[config.mk]
export PLATFORM = sky130hd
export DESIGN_NAME = pc_seq_ctrl
export DESIGN_NICKNAME = d
export VERILOG_FILES = /design/src/rtl/pc_seq_ctrl.sv
export SDC_FILE = /design/constraint.sdc
export NUM_CORES = 1
export LEC_CHECK = 0
export ABC_CLOCK_PERIOD_IN_PS = 4750
export CAP_MARGIN = 40
export CORE_MARGIN = 2
export CORE_UTILIZATION = 52
export CTS_CLUSTER_SIZE = 14
export DETAILED_ROUTE_END_ITERATION = 10
export HOLD_SLACK_MARGIN = 0.08
export PLACE_DENSITY = 0.82
export RECOVER_POWER = 100
export SETUP_SLACK_MARGIN = 0.3
export SLEW_MARGIN = 10
export SYNTH_ARGS = -nofsm -noshare
export SYNTH_HDL_FRONTEND = slang
export SYNTH_SLANG_ARGS = --single-unit
[constraint.sdc]
create_clock -name clk -period 4.75 [get_ports clk]
set_input_delay 0.95 -clock clk [delete_from_list [all_inputs] [get_ports clk]]
set_output_delay 0.95 -clock clk [all_outputs]
set_load 0.005 [all_outputs]
[src/rtl/pc_seq_ctrl.sv]
// rtl/pc_seq_ctrl.sv - PC sequencing controller: fetch/decode/exec FSM with exception save, vector and halt
//
// Ports:
//   clk             in   clock, all state updates on rising edge
//   reset           in   asynchronous active-low reset
//   mem_ready       in   instruction memory holds a valid word this cycle
//   op_class        in   decoder class (seq/branch/jump/jr/rte, 101-111 invalid)
//   branch_taken    in   ALU compare result, meaningful in EXEC
//   overflow        in   ALU overflow, meaningful in EXEC
//   PcSourceControl out  next-PC select: 00 jump target, 01 ALU result, 10 ALUOut, 11 EPC
//   PCWrite         out  PC load enable
//   IRWrite         out  instruction register load enable
//   EPCWrite        out  EPC load enable
//   VecSel          out  steers exception vector constant onto ALU result
//   ExcCause        out  registered cause: 00 none, 01 invalid op, 10 overflow, 11 fetch timeout
//   halted          out  double-fault stop indication

module pc_seq_ctrl (
    input  logic       clk,
    input  logic       reset,
    input  logic       mem_ready,
    input  logic [2:0] op_class,
    input  logic       branch_taken,
    input  logic       overflow,
    output logic [1:0] PcSourceControl,
    output logic       PCWrite,
    output logic       IRWrite,
    output logic       EPCWrite,
    output logic       VecSel,
    output logic [1:0] ExcCause,
    output logic       halted
);

    localparam logic [2:0] OP_SEQ    = 3'b000;
    localparam logic [2:0] OP_BRANCH = 3'b001;
    localparam logic [2:0] OP_JUMP   = 3'b010;
    localparam logic [2:0] OP_JR     = 3'b011;
    localparam logic [2:0] OP_RTE    = 3'b100;

    localparam logic [1:0] CAUSE_NONE    = 2'b00;
    localparam logic [1:0] CAUSE_INVALID = 2'b01;
    localparam logic [1:0] CAUSE_OVF     = 2'b10;
    localparam logic [1:0] CAUSE_TIMEOUT = 2'b11;

    localparam logic [1:0] SRC_JUMP = 2'b00;
    localparam logic [1:0] SRC_ALU  = 2'b01;
    localparam logic [1:0] SRC_OUT  = 2'b10;
    localparam logic [1:0] SRC_EPC  = 2'b11;

    localparam logic [3:0] WAIT_LAST = 4'd15;

    typedef enum logic [2:0] {
        S_FETCH    = 3'd0,
        S_DECODE   = 3'd1,
        S_EXEC     = 3'd2,
        S_EXC_SAVE = 3'd3,
        S_EXC_VEC  = 3'd4,
        S_HALT     = 3'd5
    } state_t;

    state_t     state_q, state_d;
    logic [3:0] wait_q, wait_d;
    logic       in_exc_q, in_exc_d;
    logic [1:0] cause_q, cause_d;
    logic [2:0] op_q, op_d;

    logic       exc_req;
    logic [1:0] exc_code;

    logic [1:0] src_c;
    logic       pcw_c, irw_c, epcw_c, vec_c, halt_c;

    always_ff @(posedge clk or negedge reset) begin
        if (!reset) begin
            state_q  <= S_FETCH;
            wait_q   <= 4'd0;
            in_exc_q <= 1'b0;
            cause_q  <= CAUSE_NONE;
            op_q     <= OP_SEQ;
        end else begin
            state_q  <= state_d;
            wait_q   <= wait_d;
            in_exc_q <= in_exc_d;
            cause_q  <= cause_d;
            op_q     <= op_d;
        end
    end

    always_comb begin
        state_d  = state_q;
        wait_d   = wait_q;
        in_exc_d = in_exc_q;
        cause_d  = cause_q;
        op_d     = op_q;
        exc_req  = 1'b0;
        exc_code = CAUSE_NONE;
        src_c    = 2'b00;
        pcw_c    = 1'b0;
        irw_c    = 1'b0;
        epcw_c   = 1'b0;
        vec_c    = 1'b0;
        halt_c   = 1'b0;

        case (state_q)
            S_FETCH: begin
                if (mem_ready) begin
                    irw_c   = 1'b1;
                    pcw_c   = 1'b1;
                    src_c   = SRC_ALU;
                    wait_d  = 4'd0;
                    state_d = S_DECODE;
                end else if (wait_q == WAIT_LAST) begin
                    // Sixteenth consecutive stalled cycle: give up on memory.
                    wait_d   = 4'd0;
                    exc_req  = 1'b1;
                    exc_code = CAUSE_TIMEOUT;
                end else begin
                    wait_d = wait_q + 4'd1;
                end
            end

            S_DECODE: begin
                op_d = op_class;
                if (op_class > OP_RTE) begin
                    exc_req  = 1'b1;
                    exc_code = CAUSE_INVALID;
                end else begin
                    state_d = S_EXEC;
                end
            end

            S_EXEC: begin
                state_d = S_FETCH;
                case (op_q)
                    OP_SEQ: begin
                        // Only sequential ALU ops can trap on overflow.
                        if (overflow) begin
                            exc_req  = 1'b1;
                            exc_code = CAUSE_OVF;
                        end
                    end
                    OP_BRANCH: begin
                        src_c = SRC_OUT;
                        pcw_c = branch_taken;
                    end
                    OP_JUMP: begin
                        src_c = SRC_JUMP;
                        pcw_c = 1'b1;
                    end
                    OP_JR: begin
                        src_c = SRC_ALU;
                        pcw_c = 1'b1;
                    end
                    OP_RTE: begin
                        src_c    = SRC_EPC;
                        pcw_c    = 1'b1;
                        in_exc_d = 1'b0;
                        cause_d  = CAUSE_NONE;
                    end
                    default: begin
                        state_d = S_FETCH;
                    end
                endcase
            end

            S_EXC_SAVE: begin
                epcw_c   = 1'b1;
                in_exc_d = 1'b1;
                state_d  = S_EXC_VEC;
            end

            S_EXC_VEC: begin
                vec_c   = 1'b1;
                src_c   = SRC_ALU;
                pcw_c   = 1'b1;
                state_d = S_FETCH;
            end

            S_HALT: begin
                halt_c = 1'b1;
            end

            default: begin
                state_d = S_FETCH;
            end
        endcase

        // A second fault while still servicing the first cannot save EPC
        // without losing the original return address, so stop instead.
        if (exc_req) begin
            cause_d = exc_code;
            state_d = in_exc_q ? S_HALT : S_EXC_SAVE;
        end
    end

    // Outputs are forced low while reset is held so nothing pulses during
    // the asynchronous reset window, even though FETCH would otherwise decode.
    always_comb begin
        PcSourceControl = 2'b00;
        PCWrite         = 1'b0;
        IRWrite         = 1'b0;
        EPCWrite        = 1'b0;
        VecSel          = 1'b0;
        halted          = 1'b0;
        if (reset) begin
            PcSourceControl = src_c;
            PCWrite         = pcw_c;
            IRWrite         = irw_c;
            EPCWrite        = epcw_c;
            VecSel          = vec_c;
            halted          = halt_c;
        end
    end

    assign ExcCause = cause_q;

endmodule

=== After elaboration in Yosys (flattened, before gate mapping) ===
Index checks and enable logic that the tools add are counted.
W data, S select, Z words.

* $add $sub $neg: 1
* $lt $le $gt $ge: 1
* Equal/unequal tests: 14
* Muxes and demuxes: 40
* Reductions and logical operators: 9

{| class="wikitable"
|+ Operator list
! cell !! number
|-
| $mux W1 || 18
|-
| $pmux W2 S3 || 3
|-
| $mux W2 || 8
|-
| $eq A3 B2 Y1 const B || 4
|-
| $mux W3 || 4
|-
| $pmux W3 S4 || 1
|-
| $eq A3 B3 Y1 const B || 3
|-
| $mux W4 || 2
|-
| $eq A3 B1 Y1 const B || 2
|-
| $logic_not A3 Y1 || 2
|-
| $ne A3 B3 Y1 const B || 2
|-
| $pmux W1 S3 || 2
|-
| $reduce_bool A2 Y1 || 3
|-
| $add A4 B1 Y4 const B || 1
|-
| $eq A4 B4 Y1 const B || 1
|-
| $pmux W1 S2 || 2
|-
| $reduce_and A2 Y1 || 2
|-
| $gt A3 B3 Y1 const B || 1
|-
| $reduce_and A3 Y1 || 1
|-
| $reduce_or A3 Y1 || 1
|-
| $ne A2 B1 Y1 const B || 1
|-
| $ne A2 B2 Y1 const B || 1
|}

* Bits in registers: 13
* Bits of input ports: 8
* Logic and storage cells: 70

=== Longest topological paths before layout ===
* Word-level depth: 6
* Gate-level depth with buffers: 5
* Depth with buffers taken out: 5

=== Worst setup path before layout ===
OpenSTA, ideal clock, no wires.

* Path type: input to output
* Start: in branch_taken
* End: out PCWrite
* Arrival time: 1.345 ns
* Required time: 3.800 ns
* Path slack: 2.455 ns
* Cell stages on the path: 4
* Buffers on the path: 0
* Path through: a21oi_1 -> o21ai_0 -> nand2_1 -> a21oi_1

* Word-level cells in the longest chain between the ends: 3

{| class="wikitable"
|+ RTL lines
! element !! RTL line !! RTL
|-
| start: declaration || 23 || <nowiki>input logic branch_taken,</nowiki>
|-
| $pmux W1 S2 || 134 || <nowiki>case (op_q)</nowiki>
|-
| $pmux W1 S3 || 104 || <nowiki>case (state_q)</nowiki>
|-
| $mux W1 || 205 || <nowiki>if (reset) begin</nowiki>
|-
| end: declaration || 26 || <nowiki>output logic PCWrite,</nowiki>
|}

Every way passes these cells.

=== Worst setup path in the final report ===
* Start: in reset
* End: out PcSourceControl[1]

* Word-level cells in the longest chain between the ends: 1

{| class="wikitable"
|+ RTL lines
! element !! RTL line !! RTL
|-
| start: declaration || 20 || <nowiki>input logic reset,</nowiki>
|-
| $mux W2 || 205 ||
|-
| end: declaration || 25 || <nowiki>output logic [1:0] PcSourceControl,</nowiki>
|}

Every way passes these cells.

==> metrics <==
status finished, final reports clean; CTS tree built; Synth warnings 0; Max stage delay on crit path 0.61 ns; crit-path max FO 17; largest net degree at the start of global routing 18; commonest non-fill, non-tap cells in the layout 13 x dfrtp_1, 11 x nand2_1, 11 x dlygate4sd3_1; hold buffer count at CTS 0; first-pass iteration count of the detailed router 4; pwr/cell area 569 nW/um^2; crit path DAT 2.73 ns; total wire length 1.61 mm; MaxCap Viol Count 0; Buf+Inv Stages, Crit Path 3; final period utilization 77.5%; num ports 17; CTS resizes 0; Vias 673; WL/cell 14.0 um; main flop type after synthesis dfrtp_1; clock slew at reported path FFs 0.08 ns; Worst VDD drop 0.335 mV; post-CTS setup buffers 0; crit path cell chain dlygate4sd3_1 > buf_4 > nand2b_1 > nor4_1 > dlygate4sd3_1; multi-input logic area 404 sq um; number of enable flip-flop cells after synthesis 0; WHS 0.505 ns; Avg Inst Size Synth 9.38 sq um; Sw Pwr 0.222 mW; Internal 0.318 mW; mapped cell area 769 sq um; Antenna Cells 0; Worst-Margin Slew 0.685 ns; die width 42.5 um; GRT Util Overall 20.0%; final net count 110; DRC viols 0; total CTS buffers 3; Die Area 1800 sq um; most common cell after layout, fill and taps aside dfrtp_1; Layout Area Growth over Synthesis 23.4%; Mapped Cells 82; register area 325 sq um; CTS H-tree lvls 1; crit start category input pin; Hold Vio Cnt, Final 0; most frequent CP cell dlygate4sd3_1; number of global-route vias before repair 638; first-pass GRT wire length 2.70 mm; clk buf depth 2; relative slew slack 54.2%; Synth Register Bits 13; switching part of the total 41.1%; layout cells sized above 1 8.00%; CORE AREA 1330 sq um; Antenna Nets Post-Route 0; ys async rst share 100%; RSZ-0062 raised after global routing false; GPL Wtd Cong 0.806; initial core utilization 57.7%; Vias/cell 5.85; DPL Wire Length 1.20 mm; Seq/Total Area, Yosys 42.3%; M2 GR Usage 32.3%; delay-heaviest family, CP buffers and inverters; worst path required time 3.80 ns; site row count 13; port bufs 16; Fillers 116; GRT met3 Usage 6.90%; Slew Limit Fails 0; Root Driver clkbuf_4; Die H 42.5 um; Crit Path Class input pin to output pin; leakage power 0.429 nW; Synth Net Count 91; min-delay worst type register to register; setup violators final 0; Total Neg Setup Slack 0 ns; number of cells after detailed placement 111; CP endpoint kind output pin; initial antenna violation count 0; initial DRC count 17; Setup Skew 0.000718 ns; GR peak layer met2; M1 GR Usage 24.4%; fmax 272 MHz; clk_lat worst skew 0.28 ns; clock sink count 13; grt ovf 0; Non-Filler Instances 115; Crit-path slowest cell dlygate4sd3_1; shortest period the worst path allows 3.68 ns; Synth cell types 36; Comb pwr share 43.1%; Flop pwr share 43.9%; Clock Power Share 13.0%
[per-layer routing]
layer / share of wire, % / wire length, um
met2: 49 / 783
met1: 45 / 729
met5: 0 / 0
met4: 0.99 / 16
met3: 5.1 / 83
[worst register-to-register path, delay by kind of cell, from the launching register on]
family           cells  cell delay (ns)
flip-flops           1             0.51
AO/OA/AOI/OAI        2             0.44
AND/OR/NAND/NOR      2             0.97
[cells by family (layout without fill, tap and decap cells)]
kind of cell | Yosys count | after routing | share of synthesized area [%]
AO/OA/AOI/OAI | 21 | 21 | 17.2
XOR/XNOR | 1 | 1 | 1.14
adder cells (fa/ha/maj) | 1 | 1 | 1.63
buffers and inverters | 5 | 23 | 2.93
flip-flops | 13 | 13 | 42.3
multiplexers | 4 | 4 | 5.85
AND/OR/NAND/NOR | 37 | 37 | 28.9
[metrics by stage]
stage	power [mW]	utilization [%]	cell area [sq um]	setup WS (ns)
floorplan	0.402	-	769	2.45
global placement	0.477	70.5	941	1.21
detailed placement	0.489	70.5	941	1.17
CTS	0.561	72.5	967	1.17
global route	0.581	71.2	950	0.924
finish	0.540	71.2	950	1.07
[area by class of cell]
class	count	area share (%)
multi-input combinational	64	42.6
tap	15	1.98
clock buffer	4	2.77
inverter	2	0.791
timing repair buffer	17	17.7
sequential	13	34.3
[power by group through the flow]
stage	combinational [mW]	clock (mW)	sequential, mW
6_report	0.233	0.0701	0.237
5_1_grt	0.259	0.0764	0.245
4_1_cts	0.249	0.0732	0.238
3_5_place_dp	0.248	0	0.241
3_3_place_gp	0.238	0	0.239
2_1_floorplan	0.203	0	0.200
[flip-flops by register name, indices dropped and copies added, names as in the netlist]
| signal | count |
|---|---|
| state_q | 3 |
| op_q | 3 |
| wait_q | 4 |
| in_exc_q | 1 |
| ExcCause | 2 |
[final timing paths]
check / startpoint / to / slack [ns] / cells past startpoint
max: reset / PcSourceControl[1] / 1.07 / 5
min: wait_q[3]$_DFFE_PN0N_ / wait_q[3]$_DFFE_PN0N_ / 0.51 / 1
max reg2reg: state_q[1]$_DFFE_PN0P_ / ExcCause[0]$_DFFE_PN0P_ / 2.72 / 4
min reg2reg: wait_q[3]$_DFFE_PN0N_ / wait_q[3]$_DFFE_PN0N_ / 0.51 / 1
max in group asynchronous: reset / op_q[2]$_DFFE_PN0P_ / 3.53 / 2
min in group asynchronous: reset / state_q[2]$_DFFE_PN0P_ / 1.04 / 2
[cell usage after synthesis (all sizes together) (3+ instances only)]
cell,instances,area share (%)
nor2,3,1.5
o21ai,8,5.2
a21oi,5,3.3
and3,3,2.4
dfrtp,13,42
nor3b,3,3.6
mux2,4,5.9
nand2,11,5.4
Power figures use the tool's default switching activity.
